==> src/rtl/ntt_sequencer.sv <==
// ---------------------------------------------------------------------------
// ntt_sequencer
//
// Address/control sequencer for an in-place 256-point NTT / inverse NTT.
// It walks 7 layers of 128 butterflies and issues one coefficient RAM read
// per cycle. Operand addresses are delayed through a shift register and
// come back out as write-back addresses once the butterfly result is ready.
// After each layer, a drain phase lets the final write of that layer land
// before the next layer issues its first read.
//
// Ports
//   clk, rst_n          : clock (rising edge), asynchronous active-low reset
//   start, is_ntt       : transform request and direction (1 = forward)
//   host_req / host_gnt : host RAM ownership handshake, granted only in IDLE
//   rd_en, rd_addr0/1   : engine read strobe and butterfly operand addresses
//   tw_addr             : twiddle ROM index for the current butterfly
//   bf_in_valid         : operands present at the butterfly input
//   bf_mode             : direction latched at start
//   wr_en, wr_addr0/1   : write-back strobe and addresses
//   layer, busy, done   : progress / status
//   dbg_state_o         : current FSM state (IDLE=0, RUN=1, DRAIN=2, DONE=3)
//
// Handshake: start is accepted only in IDLE, and only while host_req is low.
// host_gnt follows host_req in IDLE. In every other state it is 0, and a
// running transform is never preempted.
// ---------------------------------------------------------------------------
module ntt_sequencer #(
    parameter int WIDTH_ADDR_BUTTERFLY = 8,
    parameter int WIDTH_ADDR_ZETAS     = 7,
    parameter int BF_LATENCY           = 4
) (
    input  logic                            clk,
    input  logic                            rst_n,
    input  logic                            start,
    input  logic                            is_ntt,
    input  logic                            host_req,
    output logic                            host_gnt,
    output logic                            rd_en,
    output logic [WIDTH_ADDR_BUTTERFLY-1:0] rd_addr0,
    output logic [WIDTH_ADDR_BUTTERFLY-1:0] rd_addr1,
    output logic [WIDTH_ADDR_ZETAS-1:0]     tw_addr,
    output logic                            bf_in_valid,
    output logic                            bf_mode,
    output logic                            wr_en,
    output logic [WIDTH_ADDR_BUTTERFLY-1:0] wr_addr0,
    output logic [WIDTH_ADDR_BUTTERFLY-1:0] wr_addr1,
    output logic [2:0]                      layer,
    output logic                            busy,
    output logic                            done,
    output logic [1:0]                      dbg_state_o
);

    // Read-to-write distance: 1 cycle of RAM read latency plus the butterfly latency.
    localparam int DEPTH = BF_LATENCY + 1;
    localparam logic [3:0] DRAIN_LAST = 4'(BF_LATENCY);

    typedef enum logic [1:0] {
        S_IDLE  = 2'd0,
        S_RUN   = 2'd1,
        S_DRAIN = 2'd2,
        S_DONE  = 2'd3
    } state_t;

    state_t     state_q, state_d;
    logic [2:0] layer_q, layer_d;
    logic [6:0] idx_q,   idx_d;
    logic       mode_q,  mode_d;
    logic [3:0] drain_q, drain_d;

    // -----------------------------------------------------------------------
    // State registers
    // -----------------------------------------------------------------------
    always_ff @(posedge clk or negedge rst_n) begin
        if (!rst_n) begin
            state_q <= S_IDLE;
            layer_q <= 3'd0;
            idx_q   <= 7'd0;
            mode_q  <= 1'b0;
            drain_q <= 4'd0;
        end else begin
            state_q <= state_d;
            layer_q <= layer_d;
            idx_q   <= idx_d;
            mode_q  <= mode_d;
            drain_q <= drain_d;
        end
    end

    // -----------------------------------------------------------------------
    // Next-state logic
    // -----------------------------------------------------------------------
    always_comb begin
        state_d = state_q;
        layer_d = layer_q;
        idx_d   = idx_q;
        mode_d  = mode_q;
        drain_d = drain_q;
        case (state_q)
            S_IDLE: begin
                if (start && !host_req) begin
                    state_d = S_RUN;
                    layer_d = 3'd0;
                    idx_d   = 7'd0;
                    mode_d  = is_ntt;
                end
            end
            S_RUN: begin
                // idx wraps from 127 to 0, which is the start value for the next layer.
                idx_d = idx_q + 7'd1;
                if (idx_q == 7'd127) begin
                    state_d = S_DRAIN;
                    drain_d = 4'd0;
                end
            end
            S_DRAIN: begin
                if (drain_q == DRAIN_LAST) begin
                    if (layer_q == 3'd6) begin
                        state_d = S_DONE;
                    end else begin
                        state_d = S_RUN;
                        layer_d = layer_q + 3'd1;
                        idx_d   = 7'd0;
                    end
                end else begin
                    drain_d = drain_q + 4'd1;
                end
            end
            S_DONE:  state_d = S_IDLE;
            default: state_d = S_IDLE;
        endcase
    end

    // -----------------------------------------------------------------------
    // Status outputs
    // -----------------------------------------------------------------------
    always_comb begin
        rd_en       = (state_q == S_RUN);
        busy        = (state_q == S_RUN) || (state_q == S_DRAIN);
        done        = (state_q == S_DONE);
        // rst_n gates the grant so that the output is 0 for the whole reset.
        host_gnt    = (state_q == S_IDLE) && host_req && rst_n;
        layer       = layer_q;
        bf_mode     = mode_q;
        dbg_state_o = state_q;
    end

    // -----------------------------------------------------------------------
    // Butterfly address generation.
    // All arithmetic is 9 bits wide, then truncated to the port widths.
    // Each group of butterflies covers 2*len consecutive coefficients.
    // -----------------------------------------------------------------------
    logic [8:0] idx9;
    logic [8:0] len;
    logic [8:0] grp;
    logic [8:0] off;
    logic [8:0] base0;
    logic [8:0] base1;
    logic [8:0] tw9;

    always_comb begin
        idx9 = {2'b00, idx_q};
        if (mode_q) begin
            // Forward: span halves every layer (128 down to 2)
            len = 9'd128 >> layer_q;
            grp = idx9 >> (3'd7 - layer_q);
            tw9 = (9'd1 << layer_q) + grp;
        end else begin
            // Inverse: span doubles every layer (2 up to 128)
            len = 9'd2 << layer_q;
            grp = idx9 >> (layer_q + 3'd1);
            tw9 = (9'd128 >> layer_q) - 9'd1 - grp;
        end
        off   = idx9 & (len - 9'd1);
        base0 = ((len << 1) * grp) + off;
        base1 = base0 + len;
    end

    always_comb begin
        rd_addr0 = '0;
        rd_addr1 = '0;
        tw_addr  = '0;
        if (rd_en) begin
            rd_addr0 = base0[WIDTH_ADDR_BUTTERFLY-1:0];
            rd_addr1 = base1[WIDTH_ADDR_BUTTERFLY-1:0];
            tw_addr  = tw9[WIDTH_ADDR_ZETAS-1:0];
        end
    end

    // The upper bits of the 9-bit intermediates are dropped by design.
    logic unused_bits;
    assign unused_bits = ^{tw9, base0, base1};

    // -----------------------------------------------------------------------
    // Read-to-write delay line.
    // Stage 0 is also the butterfly operand-valid flag.
    // -----------------------------------------------------------------------
    logic [DEPTH-1:0]                en_sr_q;
    logic [WIDTH_ADDR_BUTTERFLY-1:0] a0_sr_q [DEPTH];
    logic [WIDTH_ADDR_BUTTERFLY-1:0] a1_sr_q [DEPTH];

    always_ff @(posedge clk or negedge rst_n) begin
        if (!rst_n) begin
            en_sr_q <= '0;
            for (int k = 0; k < DEPTH; k++) begin
                a0_sr_q[k] <= '0;
                a1_sr_q[k] <= '0;
            end
        end else begin
            en_sr_q[0] <= rd_en;
            a0_sr_q[0] <= rd_addr0;
            a1_sr_q[0] <= rd_addr1;
            for (int k = 1; k < DEPTH; k++) begin
                en_sr_q[k] <= en_sr_q[k-1];
                a0_sr_q[k] <= a0_sr_q[k-1];
                a1_sr_q[k] <= a1_sr_q[k-1];
            end
        end
    end

    always_comb begin
        bf_in_valid = en_sr_q[0];
        wr_en       = en_sr_q[DEPTH-1];
        wr_addr0    = '0;
        wr_addr1    = '0;
        if (wr_en) begin
            wr_addr0 = a0_sr_q[DEPTH-1];
            wr_addr1 = a1_sr_q[DEPTH-1];
        end
    end

endmodule

==> config.mk <==
export PLATFORM = sky130hd
export DESIGN_NAME = ntt_sequencer
export DESIGN_NICKNAME = d
export VERILOG_FILES = /design/src/rtl/ntt_sequencer.sv
export SDC_FILE = /design/constraint.sdc
export NUM_CORES = 1
export LEC_CHECK = 0
export BUFFER_PORTS_ARGS = -buffer_cell sky130_fd_sc_hd__buf_4
export CAP_MARGIN = 20
export CORE_MARGIN = 2
export CORE_UTILIZATION = 58
export CTS_CLUSTER_SIZE = 25
export DETAILED_ROUTE_END_ITERATION = 7
export PLACE_DENSITY = 0.86
export SLEW_MARGIN = 20
export SYNTH_ARGS = -nofsm -noshare
export SYNTH_HDL_FRONTEND = slang
export SYNTH_SLANG_ARGS = --single-unit
==> constraint.sdc <==
create_clock -name clk -period 10.6 [get_ports clk]
set_input_delay 0 -clock clk [delete_from_list [all_inputs] [get_ports clk]]
set_output_delay 0 -clock clk [all_outputs]
set_load 0.03 [all_outputs]
After elaboration in Yosys (flattened, before gate mapping)
Cells that the tools add are included.

word-level totals
  register bits = 102
  input port bits = 5
  word-level logic and storage cells = 82

operators by class
  add/subtract/negate cells = 10
  multiply operators = 1
  equality and inequality tests = 11
  shifts and indexed selects = 5
  multiplexer cells = 24
  bitwise gates (word level) = 1
  reduce and logical (&&, ||, !) cells = 14

operators with widths
  operator                                                             count
  8-bit 2-to-1 mux                                                     5
  7-bit 2-to-1 mux                                                     5
  7-bit case mux with 3 select lines                                   1
  7-bit by 3-bit right shift with 9-bit output                         2
  8-bit adder                                                          2
  8-bit by 9-bit multiplier with 7-bit output                          1
  3-bit 2-to-1 mux                                                     3
  9-bit 2-to-1 mux                                                     1
  7-bit by 8-bit bitwise AND with 8-bit output                         1
  2-bit 2-to-1 mux                                                     4
  4-bit 2-to-1 mux                                                     2
  2-bit inequality test (second input constant)                        4
  2-bit case mux with 4 select lines                                   1
  4-bit case mux with 2 select lines                                   1
  4-bit AND reduction                                                  2
  2-bit by 3-bit left shift with 8-bit output (first input constant)   1
  8-bit by 3-bit right shift with 8-bit output (first input constant)  1
  8-bit by 1-bit subtractor with 8-bit output (second input constant)  1
  7-bit by 1-bit adder with 7-bit output (second input constant)       1
  7-bit adder                                                          1
  7-bit equality test (second input constant)                          1
  1-bit by 3-bit left shift with 7-bit output (first input constant)   1
  7-bit by 1-bit subtractor with 7-bit output (second input constant)  1
  7-bit subtractor                                                     1
  17 further kinds                                                     22

Depth between registers and ports, before layout
Gate-level depths: netlist of the first run.

  depth after elaboration = 7
  mapped depth = 26

Worst setup path after synthesis of the first run
OpenSTA, ideal clock, no wires.

  path type = reg-to-reg
  start point = register layer_q[1] (netlist: layer[1])
  end point = register a1_sr_q[39] (netlist bit)
  library setup time = 0.174 ns
  arrival = 6.084 ns
  required time = 10.426 ns
  path slack = 4.341 ns
  cell stages (with the launch flop) = 26
  buffers on the path = 1
  cell sequence = dfrtp_1 -> ha_1 -> ha_1 -> clkbuf_1 -> mux4_2 -> mux2i_1 -> nor2_1 -> a21oi_1 -> nor2b_1 -> fa_1 -> ha_1 -> ha_1 -> inv_1 -> fa_1 -> inv_1 -> ha_1 -> xnor2_1 -> ha_1 -> o21ai_0 -> nor2_1 -> o21ai_0 -> nand2b_1 -> a21oi_1 -> xor2_1 -> xnor3_1 -> and2_1

on the way
  word-level cells in the longest chain between the ends = 7
  elaborated cells between the ends (all ways) = 14
  classes of those cells = add/sub (5); mul (1); shift (4); mux (3); bitwise (1)

RTL lines
  what                                                                                                         line      RTL
  start: declaration                                                                                           65        logic [2:0] layer_q, layer_d;
  start signal: assignment                                                                                     82        layer_q <= layer_d;
  3-bit by 1-bit adder with 3-bit output, or another cell as far along                                         170       grp = idx9 >> (layer_q + 3'd1);
  7-bit by 3-bit right shift with 9-bit output, or another cell as far along                                   170
  9-bit 2-to-1 mux or 8-bit by 1-bit subtractor with 8-bit output (tied branches)                              162, 173
  8-bit by 9-bit multiplier with 7-bit output or 7-bit by 8-bit bitwise AND with 8-bit output (tied branches)  174, 173
  8-bit adder                                                                                                  174       base0 = ((len << 1) * grp) + off;
  8-bit adder *                                                                                                175       base1 = base0 + len;
  8-bit 2-to-1 mux *                                                                                           182       if (rd_en) begin
  via rd_addr1[7]                                                                                              40        output logic [WIDTH_ADDR_BUTTERFLY-1:0] rd_addr1,
  end signal: indexed assignment                                                                               215       a1_sr_q[k] <= a1_sr_q[k-1];
  end: declaration                                                                                             199       logic [WIDTH_ADDR_BUTTERFLY-1:0] a1_sr_q [DEPTH];

Mark *: on every way through the listed nets, which the timed path passes. The rest lies on a longest branch.
A chain may end at the register's enable or synchronous reset.

Final worst setup path of the first run
  start point = register layer_q[0] (netlist: layer[0])
  end point = output rd_addr1[7]

on the way
  word-level cells in the longest chain between the ends = 7
  elaborated cells between the ends (all ways) = 14
  classes of those cells = add/sub (5); mul (1); shift (4); mux (3); bitwise (1)

RTL lines
  what                                                                                                         line
  3-bit by 1-bit adder with 3-bit output, or another cell as far along                                         170
  7-bit by 3-bit right shift with 9-bit output, or another cell as far along                                   170
  9-bit 2-to-1 mux or 8-bit by 1-bit subtractor with 8-bit output (tied branches)                              162, 173
  8-bit by 9-bit multiplier with 7-bit output or 7-bit by 8-bit bitwise AND with 8-bit output (tied branches)  174, 173
  8-bit adder                                                                                                  174
  8-bit adder *                                                                                                175
  8-bit 2-to-1 mux *                                                                                           182
  end: declaration                                                                                             40

Mark *: on every way between the ends. The rest lies on a longest branch, timed or not.

==> qor.txt, run 1 <==
================================================================================
Per-instance average area after synthesis                               10.7 µm²
Data required time at the worst endpoint                                10.60 ns
Static leakage                                                        0.00314 µW
Total of fill cells in the finished design                                   728
Cell Pwr Density                                                     98.7 nW/µm²
1st-iter DRT viols                                                           226
Worst slew pin tran                                                     0.824 ns
Fin Clk Skew                                                          0.00988 ns
Total die area                                                         11000 µm²
Crit end category                                                    output port
Post-synthesis sequential element count                                      102
Power after layout                                                        653 µW
HPWL after detailed placement                                            9270 µm
Min-delay worst type                                                    in2async
Maximum Capacitance Violations                                                 0
Number of synthesized flops with an enable pin                                 0
Worst Path Max Fanout                                                         23
Horizontal extent of the die                                              105 µm
Kind of launch point of the worst setup path                            register
Final hold viol count                                                          0
Vias per inst                                                               5.58
Overflow left after global routing                                             0
Initial standard-cell utilization of the core                              60.2%
Endpoint of the most critical register-to-register path              a1_sr_q[39]
RSZ-0062 raised after global routing                                          no
Synth async-reset ratio                                                     100%
Cell variety after synth                                                      60
DRC violations left                                                            0
Synth area leaders                                                  sky130_fd_sc_hd__dfrtp_1 43%, sky130_fd_sc_hd__ha_1 11%, sky130_fd_sc_hd__and2_1 4.4%
ANT cells                                                                      0
Tmin final                                                               7.41 ns
First-pass iteration count of the detailed router                              5
Critical path launch point                                              layer[0]
DP Cell Count                                                                721
Area added between synthesis and finish                                    12.1%
Kind of critical path                                                    reg2out
Clk_lat worst skew                                                       0.35 ns
Cell row count                                                                36
Number of antenna violations at the first check in global routing              0
Worst r2r path cells                                                          23
Buffer type at the clock tree root                                  sky130_fd_sc_hd__clkbuf_8
Area fraction of the dominant cell type after synthesis                    43.2%
Worst voltage drop across the vdd grid                               0.0000722 V
Warnings from Yosys                                                            0
Number of CTS-inserted buffers                                                 9
Routed wire per std cell                                                 16.7 µm
Wire length reported by the detailed router                             12300 µm
Largest net degree at the start of global routing                             90
Number of sinks handled by clock tree synthesis                              102
Detail Route Antenna Nets                                                      0
Proportion of synthesized chip area in sequential cells                    43.2%
Slack of the worst reg-to-reg path                                       3.60 ns
Setup TNS                                                                   0 ns
Buffers on Ports                                                              55
Slew Limit Fails                                                               0
Overall Global Routing Usage                                               24.2%
Number of global-route vias before repair                                   4205
Max-slew headroom                                                          45.1%
Layout Cells excl Fill                                                       738
Clock-pin transition on the worst setup and hold timing paths            0.09 ns
Arrival time of the worst setup path                                     7.41 ns
Period utilization                                                         69.9%
Post-synthesis cell area                                                5910 µm²
Final nets                                                                   670
Share of the core filled with cells in the final layout                    67.4%
Dominant register cell in the synthesized netlist                   sky130_fd_sc_hd__dfrtp_1
Layout cells sized above 1                                                 15.7%
Synthesized net count                                                        622
Via Count                                                                   4119
Run status                                                             completed
Final estimated routing congestion in global placement                     0.939
Post-CTS repair timing setup buffer count                                      0
CP Capture Point                                                     rd_addr1[7]
Global-route wire length before repair                                  20900 µm
R2R Path Start                                                          layer[0]
Clock tree buffer depth                                                        2
I/O Pins                                                                      56
Count of endpoints failing setup in the final report                           0
Number of levels the H-tree was split into                                     3
Maximum clock rate                                                       135 MHz
Largest area contributor in the netlist                             sky130_fd_sc_hd__dfrtp_1
Floorplan core area                                                     9820 µm²
Die span in y                                                             105 µm
CTS tree                                                                    done
Count of mapped cells out of synthesis                                       554
================================================================================
## metal layers
layer | GRT usage [%] | share of wire, %
met1 | 30.9 | 40
met2 | 42.0 | 53
met3 | 4.05 | 5.3
met4 | 7.90 | 1.5
met5 | 0 | 0
## cell usage after synthesis (4+ instances only)
| cell type | instances |
|---|---|
| sky130_fd_sc_hd__mux2i_1 | 10 |
| sky130_fd_sc_hd__nor3_1 | 10 |
| sky130_fd_sc_hd__nor2_1 | 27 |
| sky130_fd_sc_hd__a21o_1 | 16 |
| sky130_fd_sc_hd__xnor2_1 | 26 |
| sky130_fd_sc_hd__a21oi_1 | 23 |
| sky130_fd_sc_hd__o21a_1 | 4 |
| sky130_fd_sc_hd__clkbuf_1 | 11 |
| sky130_fd_sc_hd__o21bai_1 | 4 |
| sky130_fd_sc_hd__nand3_1 | 9 |
| sky130_fd_sc_hd__mux2_2 | 8 |
| sky130_fd_sc_hd__buf_2 | 7 |
| sky130_fd_sc_hd__inv_1 | 30 |
| sky130_fd_sc_hd__a22o_1 | 5 |
| sky130_fd_sc_hd__dfrtp_1 | 102 |
| sky130_fd_sc_hd__ha_1 | 52 |
| sky130_fd_sc_hd__nor2b_1 | 16 |
| sky130_fd_sc_hd__o21ai_0 | 18 |
| sky130_fd_sc_hd__nand2b_1 | 8 |
| sky130_fd_sc_hd__mux4_2 | 4 |
| sky130_fd_sc_hd__fa_1 | 11 |
| sky130_fd_sc_hd__a22oi_1 | 4 |
| sky130_fd_sc_hd__xor2_1 | 12 |
| sky130_fd_sc_hd__and2_1 | 42 |
| sky130_fd_sc_hd__nand2_1 | 47 |
## where the power goes
group          switching, µW  total [µW]  internal (µW)
Clock                    117         248            131
Sequential             0.705         392            391
Combinational           10.2        13.8           3.56
Total                    128         653            525
## final cells by class
| cell class | count | area, µm² | area share [%] |
|---|---|---|---|
| clock buffer | 10 | 128 | 1.93 |
| sequential | 102 | 2550 | 38.6 |
| multi-input combinational | 397 | 3110 | 47.0 |
| timing repair buffer | 61 | 469 | 7.09 |
| inverter | 31 | 121 | 1.83 |
| tap | 133 | 166 | 2.51 |
| clock inverter | 4 | 73.8 | 1.12 |
## placed cells by master (no fill, tap or decap), types with 3 or more instances in the layout
cell | Yosys | routed
sky130_fd_sc_hd__o21bai_1 | 4 | 4
sky130_fd_sc_hd__nor3_1 | 10 | 10
sky130_fd_sc_hd__o21ai_0 | 18 | 18
sky130_fd_sc_hd__nand2b_1 | 8 | 8
sky130_fd_sc_hd__nand3b_1 | 3 | 3
sky130_fd_sc_hd__nor2b_1 | 16 | 16
sky130_fd_sc_hd__mux4_2 | 4 | 4
sky130_fd_sc_hd__a22oi_1 | 4 | 4
sky130_fd_sc_hd__dfrtp_1 | 102 | 102
sky130_fd_sc_hd__mux2_2 | 8 | 8
sky130_fd_sc_hd__dlygate4sd3_1 | 0 | 3
sky130_fd_sc_hd__clkbuf_8 | 0 | 9
sky130_fd_sc_hd__and2_1 | 42 | 42
sky130_fd_sc_hd__mux2i_1 | 10 | 10
sky130_fd_sc_hd__a21oi_1 | 23 | 23
sky130_fd_sc_hd__xnor2_1 | 26 | 26
sky130_fd_sc_hd__xor2_1 | 12 | 12
sky130_fd_sc_hd__nand2_1 | 47 | 47
sky130_fd_sc_hd__o21a_1 | 4 | 4
sky130_fd_sc_hd__nor2_1 | 27 | 27
sky130_fd_sc_hd__a22o_1 | 5 | 5
sky130_fd_sc_hd__ha_1 | 52 | 52
sky130_fd_sc_hd__a21o_1 | 16 | 16
sky130_fd_sc_hd__a221oi_1 | 3 | 3
sky130_fd_sc_hd__buf_4 | 1 | 57
sky130_fd_sc_hd__fa_1 | 11 | 11
sky130_fd_sc_hd__nand3_1 | 9 | 9
sky130_fd_sc_hd__inv_1 | 30 | 30
## cells by family (layout without fill, tap and decap cells)
group	after synthesis	after routing	share of synthesized area [%]
AO/OA/AOI/OAI	95	95	11.0
XOR/XNOR	40	40	6.29
adder cells (fa/ha/maj)	63	63	14.7
buffers and inverters	55	106	4.17
flip-flops	102	102	43.2
multiplexers	24	24	5.32
other	1	1	0.0635
AND/OR/NAND/NOR	174	174	15.3
## through the flow
step	hold slack [ns]	area, µm²	setup WS (ns)
after floorplan	-0.296	5910	4.34
after global placement	-0.141	6380	3.86
after detailed placement	-0.142	6380	3.66
after CTS	0.0244	6620	3.18
after global routing	0.0574	6620	2.56
final	0.0497	6620	3.19
## what timing repair did
| item | CTS | global route |
|---|---|---|
| resized for setup | 0 | 0 |
| hold buffers | 3 | 0 |
| hold endpoints to repair | 14 | 0 |
## registers in the layout (all words and copies together), names as in the netlist
name and flops:
a0_sr_q 40, a1_sr_q 40, bf_mode 1, dbg_state_o 2, drain_q 4, en_sr_q 5, idx_q 7, layer 3
## critical path, cell delays in order (launching register included)
cell and delay, ns:
sky130_fd_sc_hd__dfrtp_1 0.89, sky130_fd_sc_hd__inv_1 0.30, sky130_fd_sc_hd__ha_1 0.67, sky130_fd_sc_hd__nand2_1 0.09, sky130_fd_sc_hd__a21oi_1 0.23, sky130_fd_sc_hd__nor2_1 0.09, sky130_fd_sc_hd__a22oi_1 0.28, sky130_fd_sc_hd__nand2_1 0.13
sky130_fd_sc_hd__fa_1 0.52, sky130_fd_sc_hd__inv_1 0.05, sky130_fd_sc_hd__ha_1 0.28, sky130_fd_sc_hd__ha_1 0.30, sky130_fd_sc_hd__fa_1 0.49, sky130_fd_sc_hd__ha_1 0.35, sky130_fd_sc_hd__xnor2_1 0.20, sky130_fd_sc_hd__ha_1 0.29
sky130_fd_sc_hd__xnor2_1 0.21, sky130_fd_sc_hd__ha_1 0.30, sky130_fd_sc_hd__o21ai_0 0.15, sky130_fd_sc_hd__nand2b_1 0.09, sky130_fd_sc_hd__a21oi_1 0.19, sky130_fd_sc_hd__xor2_1 0.16, sky130_fd_sc_hd__xnor3_1 0.41, sky130_fd_sc_hd__and2_1 0.19
sky130_fd_sc_hd__buf_4 0.17
## how the worst min path moves through the flow
stage               startpoint  depth (start not counted)             end
detailed placement       rst_n                          1      en_sr_q[2]
CTS                      rst_n                          2      en_sr_q[2]
floorplan                rst_n                          0      a0_sr_q[0]
global placement         rst_n                          1      en_sr_q[2]
global route             rst_n                          2      en_sr_q[0]
finish                   rst_n                          2  dbg_state_o[0]
Power figures use the tool's default switching activity.
==> run 2, diff against run 1 <==
- CORE_UTILIZATION: 58 -> 54
- PLACE_DENSITY: 0.86 -> 0.85
- clock period: 10.6 -> 6.3 ns (I/O delays scaled with it)
==> run 2 against run 1 <==
Worst hold slack gained 0.070 ns. Combinational power is 64% higher. Flip-flop and latch count unchanged. Non-clock buffer count grew 33. Critical endpoint unchanged. Highest routed layer unchanged.
==> qor.txt, run 2 (synthesized netlist as in run 1, its figures left out) <==
================================================================================
Switching part of the total                                                24.6%   was 19.6%
Buffer type at the clock tree root                                  sky130_fd_sc_hd__clkbuf_8   unchanged
Die span in y                                                             109 µm   was 105 µm
Floorplan core area                                                    10700 µm²   was 9820 µm²
Cell Pwr Density                                                      151 nW/µm²   was 98.7 nW/µm²
Hold Path Cell Cnt                                                             5
Final nets                                                                   703   was 670
Worst Path Max Fanout                                                          6   was 23
Min-delay worst type                                                      in2reg   was in2async
Switching power                                                           267 µW   was 128 µW
Wire length reported by the detailed router                             13900 µm   was 12300 µm
Routed wire per std cell                                                 17.8 µm   was 16.7 µm
Worst slew pin tran                                                     0.779 ns   was 0.824 ns
Final hold viol count                                                          0   unchanged
Global-route wire length before repair                                  22400 µm   was 20900 µm
Max-slew headroom                                                          48.1%   was 45.1%
First-pass iteration count of the detailed router                              4   was 5
Area added between synthesis and finish                                    21.5%   was 12.1%
Share of the core filled with cells in the final layout                    66.8%   was 67.4%
Vias per inst                                                               5.50   was 5.58
Portion of total power attributed to the clock network                     37.2%   was 37.9%
HPWL after detailed placement                                           10000 µm   was 9270 µm
Worst Hold Launch                                                          start
Number of antenna violations at the first check in global routing              0   unchanged
Number of CTS-inserted buffers                                                 9   unchanged
Kind of launch point of the worst setup path                            register   unchanged
Slew Limit Fails                                                               0   unchanged
R2R Path Start                                                          layer[1]   was layer[0]
Horizontal extent of the die                                              109 µm   was 105 µm
Count of endpoints failing setup in the final report                           0   unchanged
Slack of the worst reg-to-reg path                                       0.63 ns   was 3.60 ns
Most common cell after layout, fill and taps aside                  sky130_fd_sc_hd__dfrtp_1   unchanged
Via Count                                                                   4289   was 4119
Hold Path Sink                                                      dbg_state_o[0]
ANT cells                                                                      0   unchanged
DRC violations left                                                            0   unchanged
Total die area                                                         11800 µm²   was 11000 µm²
Series of cell instances along the critical path                    ha_4 -> ha_4 -> clkbuf_2 -> buf_4 -> nand3b_1 -> a22oi_2 -> nand2_1 -> fa_1 -> inv_1 -> ha_4 -> fa_1 -> fa_1 -> ha_4 -> xnor2_1 -> ha_1 -> xnor2_2 -> ha_4 -> a21oi_4 -> xor2_1 -> xnor3_1 -> and2_4 -> buf_4   was inv_1 -> ha_1 -> nand2_1 -> a21oi_1 -> nor2_1 -> a22oi_1 -> nand2_1 -> fa_1 -> inv_1 -> ha_1 -> ha_1 -> fa_1 -> ha_1 -> xnor2_1 -> ha_1 -> xnor2_1 -> ha_1 -> o21ai_0 -> nand2b_1 -> a21oi_1 -> xor2_1 -> xnor3_1 -> and2_1 -> buf_4
Buffers on Ports                                                              55   unchanged
Worst voltage drop across the vdd grid                                0.000169 V   was 0.0000722 V
Endpoint of the most critical register-to-register path              a1_sr_q[39]   unchanged
Clk_lat worst skew                                                       0.38 ns   was 0.35 ns
Largest net degree at the start of global routing                             55   was 90
Kind of critical path                                                    reg2out   unchanged
Layout cells sized above 1                                                 26.6%   was 15.7%
Data required time at the worst endpoint                                 6.30 ns   was 10.60 ns
Maximum Capacitance Violations                                                 0   unchanged
WP buf/inv                                                                     4   was 3
Total of fill cells in the finished design                                   849   was 728
Arrival time of the worst setup path                                     6.11 ns   was 7.41 ns
Critical path's top delay family                                     adder cells   unchanged
Cell row count                                                                38   was 36
Leading cell types in the layout, fill and taps excluded            99 x sky130_fd_sc_hd__dfrtp_1, 89 x sky130_fd_sc_hd__buf_4, 46 x sky130_fd_sc_hd__nand2_1   was 102 x sky130_fd_sc_hd__dfrtp_1, 57 x sky130_fd_sc_hd__buf_4, 52 x sky130_fd_sc_hd__ha_1
Tmin final                                                               6.11 ns
Clock-pin transition on the worst setup and hold timing paths            0.12 ns   was 0.09 ns
Run status                                                             completed   unchanged
1st-iter DRT viols                                                           343   was 226
Internal                                                                  820 µW   was 525 µW
Final estimated routing congestion in global placement                     0.959   was 0.939
Library cell appearing most often on the critical path              sky130_fd_sc_hd__ha_4   was sky130_fd_sc_hd__ha_1
Crit end category                                                    output port   unchanged
Overall Global Routing Usage                                               25.0%   was 24.2%
Initial standard-cell utilization of the core                              55.0%   was 60.2%
CTS tree                                                                    done   unchanged
Power after layout                                                       1090 µW   was 653 µW
Largest registers ranked by flip-flop count                         a0_sr_q x40, a1_sr_q x40, idx_q x7   unchanged
Overflow left after global routing                                             0   unchanged
Number of global-route vias before repair                                   4461   was 4205
Number of sinks handled by clock tree synthesis                              102   unchanged
Sequential cell fraction of total power                                    60.7%   was 60.0%
Critical Path Max Stage Delay                                            0.57 ns   was 0.89 ns
Number of levels the H-tree was split into                                     3   unchanged
Combinational cell fraction of total power                                  2.1%   about the same
Maximum clock rate                                                       164 MHz
Cell type of the slowest stage on the worst timing path             sky130_fd_sc_hd__fa_1   was sky130_fd_sc_hd__dfrtp_1
Static leakage                                                        0.00332 µW   was 0.00314 µW
I/O Pins                                                                      56   unchanged
Clock tree buffer depth                                                        2   unchanged
Fin Clk Skew                                                           0.0200 ns   was 0.00988 ns
Worst r2r path cells                                                          21   was 23
Period utilization                                                         97.0%
Detail Route Antenna Nets                                                      0   unchanged
================================================================================
run 2: cell count changes in the layout (fill, tap and decap cells not counted), sizes merged:
cell,delta
clkinvlp,+2
buf,+32
bufinv,-2
inv,+3
run 2: what timing repair did:
item | CTS | global route
pin swaps | 11 | 23
buffers inserted | 5 | 7
gates resized for setup | 21 | 30
hold buffers | 3 | 0
endpoints found under the setup margin | 1 | 1
hold endpoints to repair | 54 | 0
run 2: routing by layer:
metal | vias up | track usage [%] | share of wire, %
met5 | - | 0 | 0
met3 | 27 | 3.86 | 4.3
li1 | 2032 | - | -
met1 | 2109 | 30.0 | 41
met2 | 121 | 45.1 | 51
met4 | 0 | 9.25 | 3.3
run 2: worst max path at each step:
stage | startpoint | end | slack [ns] | cells past startpoint
3_5_place_dp | layer[0] | rd_addr1[7] | 0.004 | 25
5_1_grt | layer[1] | rd_addr1[7] | -0.04 | 25
6_report | layer[1] | rd_addr1[7] | 0.19 | 22
4_1_cts | layer[1] | rd_addr1[7] | 0 | 22
2_1_floorplan | layer[1] | a1_sr_q[39] | 0.04 | 25
3_3_place_gp | layer[0] | rd_addr1[7] | 0.19 | 22
run 2: through the flow:
| step | hold slack (ns) | setup WS (ns) | cell area (µm²) | std cells | TNS, ns |
|---|---|---|---|---|---|
| after global routing | 0.161 | -0.0404 | 7180 | 780 | -0.0404 |
| after global placement | 0.0490 | 0.186 | 6550 | 749 | 0 |
| final | 0.120 | 0.189 | 7180 | 780 | 0 |
| after CTS | 0.113 | 0 | 6950 | 773 | 0 |
| after detailed placement | 0.0585 | 0.00399 | 6550 | 749 | 0 |
| after floorplan | -0.296 | 0.0415 | 5910 | 554 | 0 |
run 2: tightest hold or removal path, stage by stage:
cell and delay (ns):
sky130_fd_sc_hd__buf_4 0.11, sky130_fd_sc_hd__nand2b_1 0.07, sky130_fd_sc_hd__a21oi_1 0.08, sky130_fd_sc_hd__nand2_1 0.12
sky130_fd_sc_hd__a21oi_1 0.08
run 2: layout make-up:
cell class	count	area [µm²]	area share, %
Tap cell	140	175	2.44
Clock buffer	9	124	1.73
Clock inverter	7	73.8	1.03
Inverter	31	121	1.69
Sequential cell	102	2560	35.6
Timing Repair Buffer	94	714	9.95
Multi-Input combinational cell	397	3410	47.6
run 2: power by group through the flow:
stage / Clock, µW / Sequential, µW / Combinational (µW)
floorplan: 0 / 672 / 4.94
CTS: 411 / 659 / 23.8
finish: 405 / 659 / 22.7
global placement: 0 / 672 / 21.9
global route: 442 / 660 / 26.7
detailed placement: 0 / 672 / 22.8
